`config.mk`:
```
export PLATFORM = sky130hd
export DESIGN_NAME = store_queue_ctrl
export DESIGN_NICKNAME = d
export VERILOG_FILES = /design/src/rtl/store_queue_ctrl.sv
export SDC_FILE = /design/constraint.sdc
export NUM_CORES = 1
export LEC_CHECK = 0
export ABC_AREA = 1
export BUFFER_PORTS_ARGS = -buffer_cell sky130_fd_sc_hd__buf_2
export CORE_MARGIN = 2
export CORE_UTILIZATION = 35
export CTS_CLUSTER_SIZE = 8
export DETAILED_ROUTE_END_ITERATION = 16
export MAX_ROUTING_LAYER = met4
export PLACE_DENSITY = 0.57
export REMOVE_ABC_BUFFERS = 1
export SKIP_CTS_REPAIR_TIMING = 1
export SLEW_MARGIN = 0
export SYNTH_ARGS = -nofsm -noshare
export SYNTH_HDL_FRONTEND = slang
export SYNTH_SLANG_ARGS = --single-unit
```
`constraint.sdc`:
```
create_clock -name clk -period 4.2 [get_ports clk]
set_clock_uncertainty 0.2 [all_clocks]
set_input_delay 0.42 -clock clk [delete_from_list [all_inputs] [get_ports clk]]
set_output_delay 0.42 -clock clk [all_outputs]
set_load 0.01 [all_outputs]
```
`src/rtl/store_queue_ctrl.sv`:
```
// -----------------------------------------------------------------------------
// store_queue_ctrl
//
// In-order store buffer between the core and the data memory write channel.
// Each store is checked for width/alignment, then formatted into byte lanes
// (word address, byte enables, positioned data) and pushed into a small FIFO.
// A two-state drain FSM presents the head entry on a req/gnt/ack channel and
// pops it when the write completes. A load-hazard flag reports whether any
// pending store, including the one in flight, targets the load's word.
//
// Ports:
//   clk, rst_n               clock (rising edge), async active-low reset
//   st_valid / st_ready      core store handshake (accept = valid && ready)
//   st_addr, st_data         byte address and raw register value of the store
//   st_funct3                000 SB, 001 SH, 010 SW; anything else is illegal
//   st_err                   one-cycle pulse after an illegal store is dropped
//   mem_req / mem_gnt        write request and its acceptance by memory
//   mem_ack                  write completion from memory
//   mem_addr, mem_wdata      word address and lane-positioned write data
//   mem_be                   byte enables, bit i = byte lane i
//   ld_addr / ld_hazard      execute-stage load address / pending-store overlap
//   empty                    nothing queued and nothing outstanding
// -----------------------------------------------------------------------------
module store_queue_ctrl #(
    parameter int DATA_W = 32,
    parameter int DEPTH  = 4,
    parameter int PTR_W  = 2
) (
    input  logic              clk,
    input  logic              rst_n,
    input  logic              st_valid,
    output logic              st_ready,
    input  logic [DATA_W-1:0] st_addr,
    input  logic [DATA_W-1:0] st_data,
    input  logic [2:0]        st_funct3,
    output logic              st_err,
    output logic              mem_req,
    input  logic              mem_gnt,
    input  logic              mem_ack,
    output logic [DATA_W-1:0] mem_addr,
    output logic [DATA_W-1:0] mem_wdata,
    output logic [3:0]        mem_be,
    input  logic [DATA_W-1:0] ld_addr,
    output logic              ld_hazard,
    output logic              empty
);

    localparam int CNT_W = PTR_W + 1;
    localparam int WA_W  = DATA_W - 2;
    localparam logic [CNT_W-1:0] FULL_COUNT = CNT_W'(DEPTH);

    typedef enum logic [0:0] {
        IDLE,
        WAIT_ACK
    } state_t;

    // Queue storage, one word address / byte-enable / data triple per slot.
    logic [WA_W-1:0]   q_waddr [DEPTH];
    logic [3:0]        q_be    [DEPTH];
    logic [DATA_W-1:0] q_wdata [DEPTH];

    logic [PTR_W-1:0] rd_ptr_q, wr_ptr_q;
    logic [CNT_W-1:0] count_q;
    state_t           state_q, state_d;
    logic             st_err_q;

    logic              accept, legal, push, pop, queue_empty;
    logic [1:0]        lane;
    logic [3:0]        fmt_be;
    logic [DATA_W-1:0] fmt_wdata;
    logic [PTR_W-1:0]  hz_off;

    assign queue_empty = (count_q == '0);
    assign st_ready    = (count_q != FULL_COUNT);
    assign accept      = st_valid && st_ready;
    assign push        = accept && legal;
    assign lane        = st_addr[1:0];

    // -------------------------------------------------------------------------
    // Legality check and lane formatting of the incoming store
    // -------------------------------------------------------------------------
    always_comb begin
        // NOTE: every signal driven here gets a default first, so no path
        // through the case leaves a value unassigned and infers a latch.
        legal     = 1'b0;
        fmt_be    = 4'b0000;
        fmt_wdata = '0;
        case (st_funct3)
            3'b000: begin
                legal     = 1'b1;
                fmt_be    = 4'b0001 << lane;
                fmt_wdata = DATA_W'(st_data[7:0]) << {lane, 3'b000};
            end
            3'b001: begin
                legal     = !lane[0];
                fmt_be    = lane[1] ? 4'b1100 : 4'b0011;
                fmt_wdata = DATA_W'(st_data[15:0]) << {lane[1], 4'b0000};
            end
            3'b010: begin
                legal     = (lane == 2'b00);
                fmt_be    = 4'b1111;
                fmt_wdata = st_data;
            end
            default: ;
        endcase
    end

    // -------------------------------------------------------------------------
    // Drain FSM: request the head in IDLE, wait for completion in WAIT_ACK.
    // A grant and ack in the same IDLE cycle completes the write at once.
    // -------------------------------------------------------------------------
    always_comb begin
        state_d = state_q;
        mem_req = 1'b0;
        pop     = 1'b0;
        case (state_q)
            IDLE: begin
                mem_req = !queue_empty;
                if (!queue_empty && mem_gnt) begin
                    if (mem_ack) pop = 1'b1;
                    else         state_d = WAIT_ACK;
                end
            end
            WAIT_ACK: begin
                if (mem_ack) begin
                    pop     = 1'b1;
                    state_d = IDLE;
                end
            end
            default: state_d = IDLE;
        endcase
    end

    // The head stays on the bus through the whole handshake; the queue is
    // never empty in WAIT_ACK, so gating on occupancy alone zeroes idle outputs.
    assign mem_addr  = queue_empty ? '0 : {q_waddr[rd_ptr_q], 2'b00};
    assign mem_be    = queue_empty ? '0 : q_be[rd_ptr_q];
    assign mem_wdata = queue_empty ? '0 : q_wdata[rd_ptr_q];

    assign st_err = st_err_q;
    assign empty  = queue_empty && (state_q == IDLE);

    // -------------------------------------------------------------------------
    // Control state
    // -------------------------------------------------------------------------
    always_ff @(posedge clk or negedge rst_n) begin
        // NOTE: sequential state uses non-blocking assignments so every
        // register samples pre-edge values regardless of statement order.
        if (!rst_n) begin
            state_q  <= IDLE;
            rd_ptr_q <= '0;
            wr_ptr_q <= '0;
            count_q  <= '0;
            st_err_q <= 1'b0;
        end else begin
            state_q  <= state_d;
            st_err_q <= accept && !legal;
            if (push) wr_ptr_q <= wr_ptr_q + 1'b1;
            if (pop)  rd_ptr_q <= rd_ptr_q + 1'b1;
            case ({push, pop})
                2'b10:   count_q <= count_q + 1'b1;
                2'b01:   count_q <= count_q - 1'b1;
                default: ;
            endcase
        end
    end

    // -------------------------------------------------------------------------
    // Entry storage
    // -------------------------------------------------------------------------
    // NOTE: the storage array has no reset; occupancy is tracked solely by
    // count_q, and every read of a slot is qualified by it.
    always_ff @(posedge clk) begin
        if (push) begin
            q_waddr[wr_ptr_q] <= st_addr[DATA_W-1:2];
            q_be[wr_ptr_q]    <= fmt_be;
            q_wdata[wr_ptr_q] <= fmt_wdata;
        end
    end

    // -------------------------------------------------------------------------
    // Load hazard: a slot is live when its distance from the head (mod DEPTH)
    // is below the occupancy. The store arriving this cycle is not compared.
    // -------------------------------------------------------------------------
    always_comb begin
        ld_hazard = 1'b0;
        hz_off    = '0;
        for (int i = 0; i < DEPTH; i++) begin
            hz_off = PTR_W'(i) - rd_ptr_q;
            if ((CNT_W'(hz_off) < count_q) &&
                (q_waddr[i] == ld_addr[DATA_W-1:2])) begin
                ld_hazard = 1'b1;
            end
        end
    end

endmodule

```
==> metrics.log, run 1 <==
INFO  metric setup_repair_after_global_routing_missed_its_margin = false
INFO  metric achievable-frequency = around 280 MHz
INFO  metric layout.cells.non_filler = 1877
INFO  metric grt_max_degree = 68
INFO  metric critPathRequiredTime = 3.58 ns
INFO  metric cts_buffers = 40
INFO  metric ant_nets = 0
INFO  metric ir_worst_vdd = between 0.3 and 0.4 mV
INFO  metric syn_area_per_cell = between 10 and 15 µm²
INFO  metric via_count = 9571
INFO  metric avgViaCountPerCell = about 5
INFO  metric crit-reg2reg-launch = count_q[1]
INFO  metric global_route.peak_usage_layer = met2
INFO  metric count_of_maximum_capacitance_violations = 0
INFO  metric yosysSeqAreaShare = 64.4%
INFO  metric cts_buffer_depth = 3
INFO  metric cts.htree.levels = 2
INFO  metric crit_chain = nand2_4 > inv_2 > buf_4 > nand2_1 > a31oi_1 > buf_2
INFO  metric grt.met1_usage = 25.5%
INFO  metric final_nets = between 1500 and 2000
INFO  metric ys_seq_elements = approximately 270
INFO  metric area_delta_synth_final = 23.0%
INFO  metric setup.reg_to_reg.worst_slack = approximately 1.7 ns
INFO  metric synthesis.instances = 1179
INFO  metric worst_pin_slew = 1.03 ns
INFO  metric groute.usage.overall = approximately a fifth
INFO  metric synth_largest_type_area_fraction = 62.7%
INFO  metric mostFrequentLayoutCells = 278 x sky130_fd_sc_hd__nand2_1, 264 x sky130_fd_sc_hd__edfxtp_1, 172 x sky130_fd_sc_hd__buf_2, 122 x sky130_fd_sc_hd__inv_1, 102 x sky130_fd_sc_hd__nor2_1
INFO  metric port-buffer-count = 172
INFO  metric groute.layer.met2.usage = a little under a third
INFO  metric run_status = finished, final reports clean
INFO  metric category_of_the_worst_setup_path_capture_point = output pin
INFO  metric clock_network_latency_to_the_later_pin_of_the_worst_skew_pair = 0.53 ns
INFO  metric power-per-cell-area = about 600 nW/µm²
INFO  metric number_of_global_route_vias_before_repair = approximately 9300
INFO  metric tns = 0 ns
INFO  metric min_path_type = input port to async pin
INFO  metric initial_core_util = roughly 36%
INFO  metric place_inst = roughly 1800
INFO  metric drt-total-wl = around 37000 µm
INFO  metric clock_tree.root_cell = sky130_fd_sc_hd__clkbuf_16
INFO  metric boundaryPins = approximately 180
INFO  metric synth.distinct_cells = 34
INFO  metric synth-warning-count = 0
INFO  metric clock_pin_slew_on_the_worst_setup_and_hold_paths = roughly 0.05 ns
INFO  metric destination_of_the_worst_register_to_register_timing_path = count_q[2]
INFO  metric report.final.setup_viol = 0
INFO  metric slew_violations = 0
INFO  metric worst-r2r-cell-count = 9
INFO  metric chipHeight = 194 µm
INFO  metric clkSinkCount = around 270
INFO  metric path_class = flip-flop to output pin
INFO  metric drt_drc_violations_left = 0
INFO  metric final-hold-violation-count = 0
INFO  metric fin_area = between 15000 and 20000 µm²
INFO  metric place_worst_setup_slack = 0.978 ns
INFO  metric totalPowerFinal = slightly above 9 mW
INFO  metric first_pass_iters = 7
INFO  metric power.leakage = about 6 nW
INFO  metric timing.critical_path.slowest_cell_delay = approximately 0.63 ns
INFO  metric max_slew_margin_vs_limit = a little under a third
INFO  metric placement.cell_area = around 14000 µm²
INFO  metric detail_route.iter0.violations = between 700 and 800
INFO  metric arrival = 2.89 ns
INFO  metric hpwl_after_detailed_placement = between 20000 and 25000 µm
INFO  metric routabilityCongestion = 0.881
INFO  metric grt_pass1_wl = 54600 µm
INFO  metric routed_wire_length_per_instance = between 15 and 20 µm
INFO  metric drive_above_1_share = 18.5%
INFO  metric fp.dieW = ~190 µm
INFO  metric fin_util = around 44%
INFO  metric netlist_area = 12700 µm²
INFO  metric antenna_found_initial = 1
INFO  metric gr-total-overflow = 0
INFO  metric critical-path-slowest-cell = sky130_fd_sc_hd__dfrtp_2
INFO  metric use_met3 = 3.51%
INFO  metric final_period_minus_worst_setup_slack = 3.51 ns
INFO  metric yosys-top-cells-area = sky130_fd_sc_hd__edfxtp_1 63%, sky130_fd_sc_hd__nand2_1 8.2%, sky130_fd_sc_hd__inv_1 3.6%
INFO  metric core = 35600 µm²
INFO  metric final_common_cell = sky130_fd_sc_hd__nand2_1
INFO  metric yosysTopAreaCell = sky130_fd_sc_hd__edfxtp_1
INFO  metric die_area = around 38000 µm²
INFO  metric post-route-period-util = 83.5%
INFO  metric final_critical_path_setup_slack = ~0.69 ns
INFO  metric tritoncts_clock_tree = done
INFO  metric critical_path_peak_fanout = 50
INFO  metric timing.critical_path.from_type = flip-flop
INFO  metric finalHoldWorstSlack = roughly 0.083 ns
INFO  metric fp-row-count = 69
## where the power goes
part           total, mW  internal, mW  switching, mW  leakage (nW)
Clock               2.90          1.75           1.15         0.537
Combinational       3.07          1.03           2.04          3.10
Sequential          3.28          3.16          0.124          2.52
## worst max-delay path, delay by kind of cell, from the launching register on
kind | cells | cell delay (ns)
AOI/OAI and AO/OA | 1 | 0.41
buffers and inverters | 3 | 0.93
and+or+nand+nor | 2 | 0.37
DFF | 1 | 0.63
## routing by layer
metal	wire, µm	vias up	part of all wire (%)
met1	15800	4575	43
met4	949	0	2.6
li1	-	4554	-
met3	2520	60	6.8
met2	17500	382	48
met5	0	-	0
## cells in the mapped netlist (all sizes together)
| cell type | number |
|---|---|
| nand2 | 279 |
| edfxtp | 264 |
| inv | 128 |
| nor2 | 112 |
| nand3 | 81 |
| o21ai | 45 |
| a22oi | 42 |
| a31oi | 42 |
| xnor2 | 29 |
| buf | 26 |
| a221oi | 24 |
| clkbuf | 23 |
| o22ai | 21 |
| xor2 | 19 |
| dfrtp | 9 |
| ha | 9 |
| o221ai | 9 |
| a21oi | 6 |
| or2 | 5 |
| nor3 | 4 |
| conb | 1 |
| fa | 1 |
## how the worst max path moves through the flow
stage | from | endpoint | slack (ns) | depth (start not counted)
finish | rd_ptr_q[1] | mem_addr[28] | 0.69 | 6
CTS | rd_ptr_q[1] | mem_addr[28] | 0.68 | 6
detailed placement | st_funct3[0] | q_wdata[0][20] | 0.98 | 7
floorplan | st_funct3[0] | q_be[0][0] | -0.48 | 7
global route | rd_ptr_q[1] | mem_addr[25] | 0.54 | 6
global placement | st_funct3[0] | q_wdata[0][20] | 1.01 | 7
## cell families after synthesis
logic type	share of synthesized area, %
AOI/OAI and AO/OA	9.99
and+or+nand+nor	15.5
adders and majority gates	1.05
other	0.0296
xor gates and xnor gates	3.32
DFF	64.4
buffers and inverters	5.69
## registers in the layout, indices dropped and copies added (netlist names)
register,count
wr_ptr_q,2
count_q,3
st_err,1
q_waddr,120
rd_ptr_q,2
q_wdata,128
state_q,1
q_be,16
## final cells by class
class	instances	area [µm²]
Fill cell	3400	20000
Sequential cell	273	8160
Multi-Input combinational cell	730	3830
Timing Repair Buffer	223	1400
Clock buffer	56	1060
Tap cell	461	577
Inverter	128	480
Clock inverter	4	53.8
Antenna cell	2	5.00
Power figures use the tool's default switching activity.
==> inputs of run 2 (changes only) <==
--- a/config.mk
+++ b/config.mk
@@ -5,14 +5,14 @@
 export SDC_FILE = /design/constraint.sdc
 export NUM_CORES = 1
 export LEC_CHECK = 0
-export ABC_AREA = 1
+export ABC_AREA = 0
 export BUFFER_PORTS_ARGS = -buffer_cell sky130_fd_sc_hd__buf_2
 export CORE_MARGIN = 2
 export CORE_UTILIZATION = 35
 export CTS_CLUSTER_SIZE = 8
 export DETAILED_ROUTE_END_ITERATION = 16
 export MAX_ROUTING_LAYER = met4
-export PLACE_DENSITY = 0.57
+export PLACE_DENSITY = 0.55
 export REMOVE_ABC_BUFFERS = 1
 export SKIP_CTS_REPAIR_TIMING = 1
 export SLEW_MARGIN = 0
==> constraint.sdc (replaced) <==
create_clock -name clk -period 3.5 [get_ports clk]
set_clock_uncertainty 0.2 [all_clocks]
set_input_delay 0.35 -clock clk [delete_from_list [all_inputs] [get_ports clk]]
set_output_delay 0.35 -clock clk [all_outputs]
set_load 0.01 [all_outputs]
==> metrics.log, run 2 <==
INFO  metric slew_violations = 0 (unchanged)
INFO  metric gr-total-overflow = 0 (unchanged)
INFO  metric final-hold-violation-count = 0 (unchanged)
INFO  metric worst_pin_slew = 0.780 ns (-0.246 ns)
INFO  metric synthTopCellsByCount = 264 x sky130_fd_sc_hd__edfxtp_1, 78 x sky130_fd_sc_hd__and2_1, 67 x sky130_fd_sc_hd__xnor2_1, 66 x sky130_fd_sc_hd__mux4_2, 60 x sky130_fd_sc_hd__xor2_1
INFO  metric max_flop_register = q_wdata
INFO  metric ir_worst_vdd = 0.385 mV (+3.2%)
INFO  metric fin_area = 15300 µm² (-1.6%)
INFO  metric grt_max_degree = 69 (+1.5%)
INFO  metric synthesis.instances = 725 (-39%)
INFO  metric post-synth-top-count-cell = sky130_fd_sc_hd__edfxtp_1
INFO  metric largest_registers_in_the_final_layout = q_wdata x128, q_waddr x120, q_be x16
INFO  metric async_reset_ff_share = 3.30% (unchanged)
INFO  metric netlist_area = 12400 µm² (-2.0%)
INFO  metric hpwl_after_detailed_placement = 21600 µm (-7.3%)
INFO  metric worstHoldPathCells = 2
INFO  metric drt_drc_violations_left = 0 (unchanged)
INFO  metric setup_repair_after_global_routing_missed_its_margin = false
INFO  metric clkSinkCount = 273 (unchanged)
INFO  metric synth-warning-count = 0 (unchanged)
INFO  metric fp-row-count = 68 (-1.4%)
INFO  metric ys_seq_elements = 273 (unchanged)
INFO  metric tns = 0 ns (unchanged)
INFO  metric hold_path_end = q_wdata[2][16]
INFO  metric yosysTopAreaCell = sky130_fd_sc_hd__edfxtp_1
INFO  metric tritoncts_clock_tree = done
INFO  metric mostFrequentLayoutCells = 264 x sky130_fd_sc_hd__edfxtp_1, 172 x sky130_fd_sc_hd__buf_2, 74 x sky130_fd_sc_hd__and2_1, 67 x sky130_fd_sc_hd__xnor2_1, 66 x sky130_fd_sc_hd__mux4_2
INFO  metric count_of_maximum_capacitance_violations = 0 (unchanged)
INFO  metric number_of_enable_flip_flop_cells_after_synthesis = 264 (unchanged)
INFO  metric via_count = 7190 (-25%)
INFO  metric cts_buffers = 40 (unchanged)
INFO  metric min-delay-start = st_data[16]
INFO  metric ant_nets = 0 (unchanged)
INFO  metric clock_tree.root_cell = sky130_fd_sc_hd__clkbuf_16
INFO  metric die_area = 37000 µm² (-1.9%)
INFO  metric arrival = 2.78 ns (-0.11 ns)
INFO  metric final_common_cell = sky130_fd_sc_hd__edfxtp_1
INFO  metric worst-r2r-cell-count = 6 (-3)
INFO  metric fp.dieW = 192 µm (-0.97%)
INFO  metric ys_dominant_reg_cell = sky130_fd_sc_hd__edfxtp_1
INFO  metric final_nets = 1064 (-30%)
INFO  metric max_slew_margin_vs_limit = 47.6% (+16 points)
INFO  metric clock_network_latency_to_the_later_pin_of_the_worst_skew_pair = 0.52 ns (about the same)
INFO  metric core = 34700 µm² (-2.4%)
INFO  metric final_period_minus_worst_setup_slack = about 3.3 ns
INFO  metric path_class = flip-flop to output pin
INFO  metric syn_area_per_cell = 17.1 µm² (+59%)
INFO  metric timing.critical_path.from_type = flip-flop
INFO  metric first_pass_iters = 5 (-2)
INFO  metric setup.reg_to_reg.worst_slack = 0.96 ns (-0.71 ns)
INFO  metric power-per-cell-area = 707 nW/µm² (+19%)
INFO  metric crit-reg2reg-launch = count_q[1]
INFO  metric placement.cell_area = 13900 µm² (-1.8%)
INFO  metric antenna_found_initial = 1 (unchanged)
INFO  metric detail_route.iter0.violations = 410 (-47%)
INFO  metric final.fill_count = 3159 (-7.1%)
INFO  metric critPathRequiredTime = 2.95 ns (-0.63 ns)
INFO  metric synth.distinct_cells = 41 (+21%)
INFO  metric critical-path-slowest-cell = sky130_fd_sc_hd__dfrtp_4
INFO  metric timing.critical_path.slowest_cell_delay = 0.50 ns (-0.13 ns)
INFO  metric yosysSeqAreaShare = 65.7% (+1.3 points)
INFO  metric initial_core_util = 35.7% (+0.16 points)
INFO  metric largest_register_ffs = 128 (unchanged)
INFO  metric area_delta_synth_final = 23.5%
INFO  metric avgViaCountPerCell = 5.05 (-1.0%)
INFO  metric category_of_the_worst_setup_path_capture_point = output pin
INFO  metric grt_pass1_wl = 47000 µm (-14%)
INFO  metric synth_largest_type_area_fraction = 63.9% (+1.3 points)
INFO  metric clock_pin_slew_on_the_worst_setup_and_hold_paths = 0.05 ns (about the same)
INFO  metric finalHoldWorstSlack = 0.00977 ns (-0.0733 ns)
INFO  metric crit_top_cell = sky130_fd_sc_hd__nand4_1
INFO  metric cts_buffer_depth = 3 (unchanged)
INFO  metric port-buffer-count = 172 (unchanged)
INFO  metric cts.htree.levels = 2 (unchanged)
INFO  metric routabilityCongestion = 0.836 (-5.1%)
INFO  metric yosys-top-cells-area = sky130_fd_sc_hd__edfxtp_1 64%, sky130_fd_sc_hd__mux4_2 12%, sky130_fd_sc_hd__xnor2_1 4.7%
INFO  metric run_status = finished, final reports clean
INFO  metric path_buf_inv = 3 (unchanged)
INFO  metric groute.usage.overall = 17.9% (-1.7 points)
INFO  metric crit_chain = xor2_2 > inv_1 > ha_1 > a2111o_1 > a2111oi_1 > buf_4 > nand4_1 > nand4_1 > buf_2
INFO  metric critical_path_peak_fanout = 4 (-92%)
INFO  metric min_path_type = input port to flip-flop
INFO  metric report.final.setup_viol = 0 (unchanged)
INFO  metric fin_util = 44.1% (+0.35 points)
INFO  metric drt-total-wl = 32100 µm (-13%)
INFO  metric boundaryPins = 177 (unchanged)
INFO  metric post-route-period-util = between 90% and 100%
INFO  metric achievable-frequency = ~300 MHz
INFO  metric destination_of_the_worst_register_to_register_timing_path = q_waddr[2][28]
INFO  metric crit_family = compound AO/OA/AOI/OAI gates
INFO  metric drive_above_1_share = 32.5% (+14 points)
INFO  metric number_of_global_route_vias_before_repair = 7311 (-21%)
INFO  metric power.leakage = 5.41 nW (-12%)
INFO  metric routed_wire_length_per_instance = 22.5 µm (+15%)
INFO  metric chipHeight = 192 µm (-0.97%)
==> run 2: changes by cell type after synthesis, moves of 41 or more <==
cell	previous run	this run
sky130_fd_sc_hd__xor2_1	19	60
sky130_fd_sc_hd__a31oi_1	42	0
sky130_fd_sc_hd__and2_1	0	78
sky130_fd_sc_hd__nand2_1	278	6
sky130_fd_sc_hd__nor2_1	107	13
sky130_fd_sc_hd__o21ai_0	43	1
sky130_fd_sc_hd__mux4_2	0	66
sky130_fd_sc_hd__inv_1	122	18
sky130_fd_sc_hd__nand3_1	80	1
sky130_fd_sc_hd__a22oi_1	42	0
==> run 2: worst max path at each step <==
stage,startpoint,cells after the start,endpoint
6_report,rd_ptr_q[1],9,ld_hazard
5_1_grt,rd_ptr_q[1],9,ld_hazard
4_1_cts,rd_ptr_q[1],9,ld_hazard
3_5_place_dp,rd_ptr_q[1],9,ld_hazard
3_3_place_gp,rd_ptr_q[1],9,ld_hazard
2_1_floorplan,rd_ptr_q[0],7,ld_hazard
==> run 2: layout make-up <==
cell class	count	area (µm²)	area share (%)
inverters	19	71.3	0.466
clock inverters	3	26.3	0.172
repair buffers	224	1410	9.20
diodes	2	5.00	0.0327
multi-input cells	392	3990	26.0
clock buffers	57	1090	7.09
flip-flops and latches	273	8160	53.3
well taps	455	569	3.72
==> run 2: logic make-up after synthesis <==
kind of cell	after synthesis	share of synthesized area, %
compound gates	42	2.84
xor+xnor	127	8.97
fa+ha+maj	10	1.07
buf+inv	61	2.30
flops	273	65.7
mux	67	12.1
other cells	1	0.0302
simple gates	144	6.97
==> run 2: routing by layer <==
layer,up-vias,wire [µm],global-route usage [%]
met1,3672,13800,23.1
li1,3249,-,-
met5,-,0,-
met4,0,498,4.29
met2,227,15700,29.1
met3,42,2120,3.87
==> run 2: metrics by stage <==
step / instances / setup WS [ns] / power, mW
2_1_floorplan: 684 / -1.14 / 6.19
3_3_place_gp: 1330 / 0.616 / 7.49
3_5_place_dp: 1330 / 0.616 / 7.50
4_1_cts: 1390 / 0.0497 / 11.0
5_1_grt: 1424 / 0.0497 / 11.4
6_report: 1425 / 0.172 / 10.8
==> run 2: power by group <==
group,internal [mW],switching [mW]
Combinational,1.61,1.83
Clock,2.12,1.33
Sequential,3.83,0.106
==> inputs of run 3 (changes only) <==
--- a/config.mk
+++ b/config.mk
@@ -11,6 +11,7 @@
 export CORE_UTILIZATION = 35
 export CTS_CLUSTER_SIZE = 8
 export DETAILED_ROUTE_END_ITERATION = 16
+export HOLD_SLACK_MARGIN = 0.03
 export MAX_ROUTING_LAYER = met4
 export PLACE_DENSITY = 0.55
 export REMOVE_ABC_BUFFERS = 1
==> metrics.log, run 3 (synthesis gave the netlist of run 2 again) <==
INFO  metric run_status = finished, final reports clean
INFO  metric final_period_minus_worst_setup_slack = 3.33 ns (+0.00131 ns)
INFO  metric number_of_global_route_vias_before_repair = 7311 (unchanged)
INFO  metric largest_register_ffs = 128 (unchanged)
INFO  metric drt-total-wl = 32100 µm (about the same)
INFO  metric antenna_found_initial = 1 (unchanged)
INFO  metric drt_drc_violations_left = 0 (unchanged)
INFO  metric chipHeight = 192 µm (unchanged)
INFO  metric fin_area = 15300 µm² (+0.13%)
INFO  metric achievable-frequency = 300 MHz (about the same)
INFO  metric clkSinkCount = 273 (unchanged)
INFO  metric cts_buffers = 40 (unchanged)
INFO  metric place_inst = 1330 (unchanged)
INFO  metric cts.htree.levels = 2 (unchanged)
INFO  metric die_area = 37000 µm² (unchanged)
INFO  metric setup_repair_after_global_routing_missed_its_margin = false
INFO  metric first_pass_iters = 5 (unchanged)
INFO  metric max_flop_register = q_wdata
INFO  metric critical_path_end = ld_hazard
INFO  metric gr-total-overflow = 0 (unchanged)
INFO  metric via_count = 7226 (+0.50%)
INFO  metric min_path_type = input port to async pin
INFO  metric worst_pin_slew = 0.786 ns (+0.00601 ns)
INFO  metric final_critical_path_setup_slack = 0.170 ns (-0.00131 ns)
INFO  metric post-route-period-util = 95.1% (about the same)
INFO  metric clock_pin_slew_on_the_worst_setup_and_hold_paths = 0.05 ns (about the same)
INFO  metric category_of_the_worst_setup_path_capture_point = output pin
INFO  metric fp.dieW = 192 µm (unchanged)
INFO  metric setup.reg_to_reg.worst_slack = 0.94 ns (-0.02 ns)
INFO  metric ant_nets = 0 (unchanged)
INFO  metric routabilityCongestion = 0.836 (unchanged)
INFO  metric area_delta_synth_final = 23.6%
INFO  metric path_class = flip-flop to output pin
INFO  metric routed_wire_length_per_instance = 22.5 µm (-0.19%)
INFO  metric fin_util = 44.2% (+0.058 points)
INFO  metric report.final.setup_viol = 0 (unchanged)
INFO  metric timing.critical_path.from_type = flip-flop
INFO  metric clock_network_latency_to_the_later_pin_of_the_worst_skew_pair = 0.52 ns (about the same)
INFO  metric clock_tree.root_cell = sky130_fd_sc_hd__clkbuf_16
INFO  metric power.leakage = 5.42 nW (+0.15%)
INFO  metric ir_worst_vdd = 0.385 mV (-0.14%)
INFO  metric port-buffer-count = 172 (unchanged)
INFO  metric mostFrequentLayoutCells = 264 x sky130_fd_sc_hd__edfxtp_1, 172 x sky130_fd_sc_hd__buf_2, 74 x sky130_fd_sc_hd__and2_1, 67 x sky130_fd_sc_hd__xnor2_1, 66 x sky130_fd_sc_hd__mux4_2
INFO  metric totalPowerFinal = 10.8 mW (about the same)
INFO  metric critPathRequiredTime = 2.95 ns (about the same)
INFO  metric destination_of_the_worst_register_to_register_timing_path = q_waddr[2][28]
INFO  metric final_common_cell = sky130_fd_sc_hd__edfxtp_1
INFO  metric core = 34700 µm² (unchanged)
INFO  metric fp-row-count = 68 (unchanged)
INFO  metric cts_buffer_depth = 3 (unchanged)
INFO  metric power-per-cell-area = 706 nW/µm² (about the same)
INFO  metric avgViaCountPerCell = 5.06 (+0.36%)
INFO  metric slew_violations = 0 (unchanged)
INFO  metric arrival = 2.78 ns (about the same)
INFO  metric final-hold-violation-count = 0 (unchanged)
INFO  metric place_worst_setup_slack = 0.616 ns (unchanged)
INFO  metric hpwl_after_detailed_placement = 21600 µm (unchanged)
INFO  metric grt_pass1_wl = 47000 µm (unchanged)
INFO  metric final_nets = 1066 (+0.19%)
INFO  metric initial_core_util = 35.7% (unchanged)
INFO  metric largest_registers_in_the_final_layout = q_wdata x128, q_waddr x120, q_be x16
INFO  metric drive_above_1_share = 32.5% (-0.067 points)
INFO  metric worstSetupStartpoint = rd_ptr_q[1]
INFO  metric critical_path_peak_fanout = 4 (unchanged)
INFO  metric layout.cells.non_filler = 1427 (+0.14%)
INFO  metric max_slew_margin_vs_limit = 47.2% (-0.40 points)
INFO  metric tritoncts_clock_tree = done
INFO  metric placement.cell_area = 13900 µm² (unchanged)
INFO  metric count_of_maximum_capacitance_violations = 0 (unchanged)
INFO  metric detail_route.iter0.violations = 461 (+12%)
INFO  metric finalHoldWorstSlack = 0.0176 ns (+0.00783 ns)
INFO  metric groute.usage.overall = 17.9% (unchanged)
INFO  metric crit-reg2reg-launch = count_q[1]
INFO  metric boundaryPins = 177 (unchanged)
INFO  metric tns = 0 ns (unchanged)
INFO  metric grt_max_degree = 69 (unchanged)
INFO  metric worst-r2r-cell-count = 6 (unchanged)
==> run 3: worst max-delay path, cell delays in order (launching register included) <==
cell and delay (ns):
sky130_fd_sc_hd__dfrtp_4 0.50, sky130_fd_sc_hd__xor2_2 0.20, sky130_fd_sc_hd__inv_1 0.06, sky130_fd_sc_hd__ha_1 0.17, sky130_fd_sc_hd__a2111o_1 0.40, sky130_fd_sc_hd__a2111oi_1 0.34, sky130_fd_sc_hd__buf_4 0.19, sky130_fd_sc_hd__nand4_1 0.10
sky130_fd_sc_hd__nand4_1 0.15, sky130_fd_sc_hd__buf_2 0.15
==> run 3: final cells by class <==
cell class	instances	area, µm²
clock buffer	57	1090
clock inverter	3	26.3
antenna	2	5.00
multi-input combinational	392	3990
sequential	273	8160
fill	3157	19400
inverter	19	71.3
timing repair buffer	226	1430
tap	455	569
==> run 3: power breakdown <==
group | internal (mW) | total (mW) | leakage, nW | switching (mW)
Sequential | 3.83 | 3.93 | 2.52 | 0.105
Combinational | 1.62 | 3.45 | 2.36 | 1.83
Clock | 2.12 | 3.45 | 0.537 | 1.33
==> run 3: worst min path at each step <==
| stage | startpoint | end | slack, ns | cells past startpoint |
|---|---|---|---|---|
| after floorplan | rst_n | count_q[0] | -0.15 | 0 |
| after global placement | rst_n | st_err | 0.03 | 1 |
| after detailed placement | rst_n | st_err | 0.03 | 1 |
| after CTS | rst_n | st_err | -0.52 | 1 |
| after global routing | st_data[20] | q_wdata[2][20] | 0.03 | 2 |
| final | rst_n | st_err | 0.02 | 2 |
==> run 3: per-layer routing <==
metal / part of all wire [%] / routed length (µm) / up-vias / GRT usage (%)
met1: 43 / 13800 / 3686 / 23.1
met4: 1.6 / 512 / 0 / 4.29
met3: 6.8 / 2180 / 44 / 3.87
li1: - / - / 3254 / -
met2: 49 / 15600 / 242 / 29.1
met5: 0 / 0 / - / -
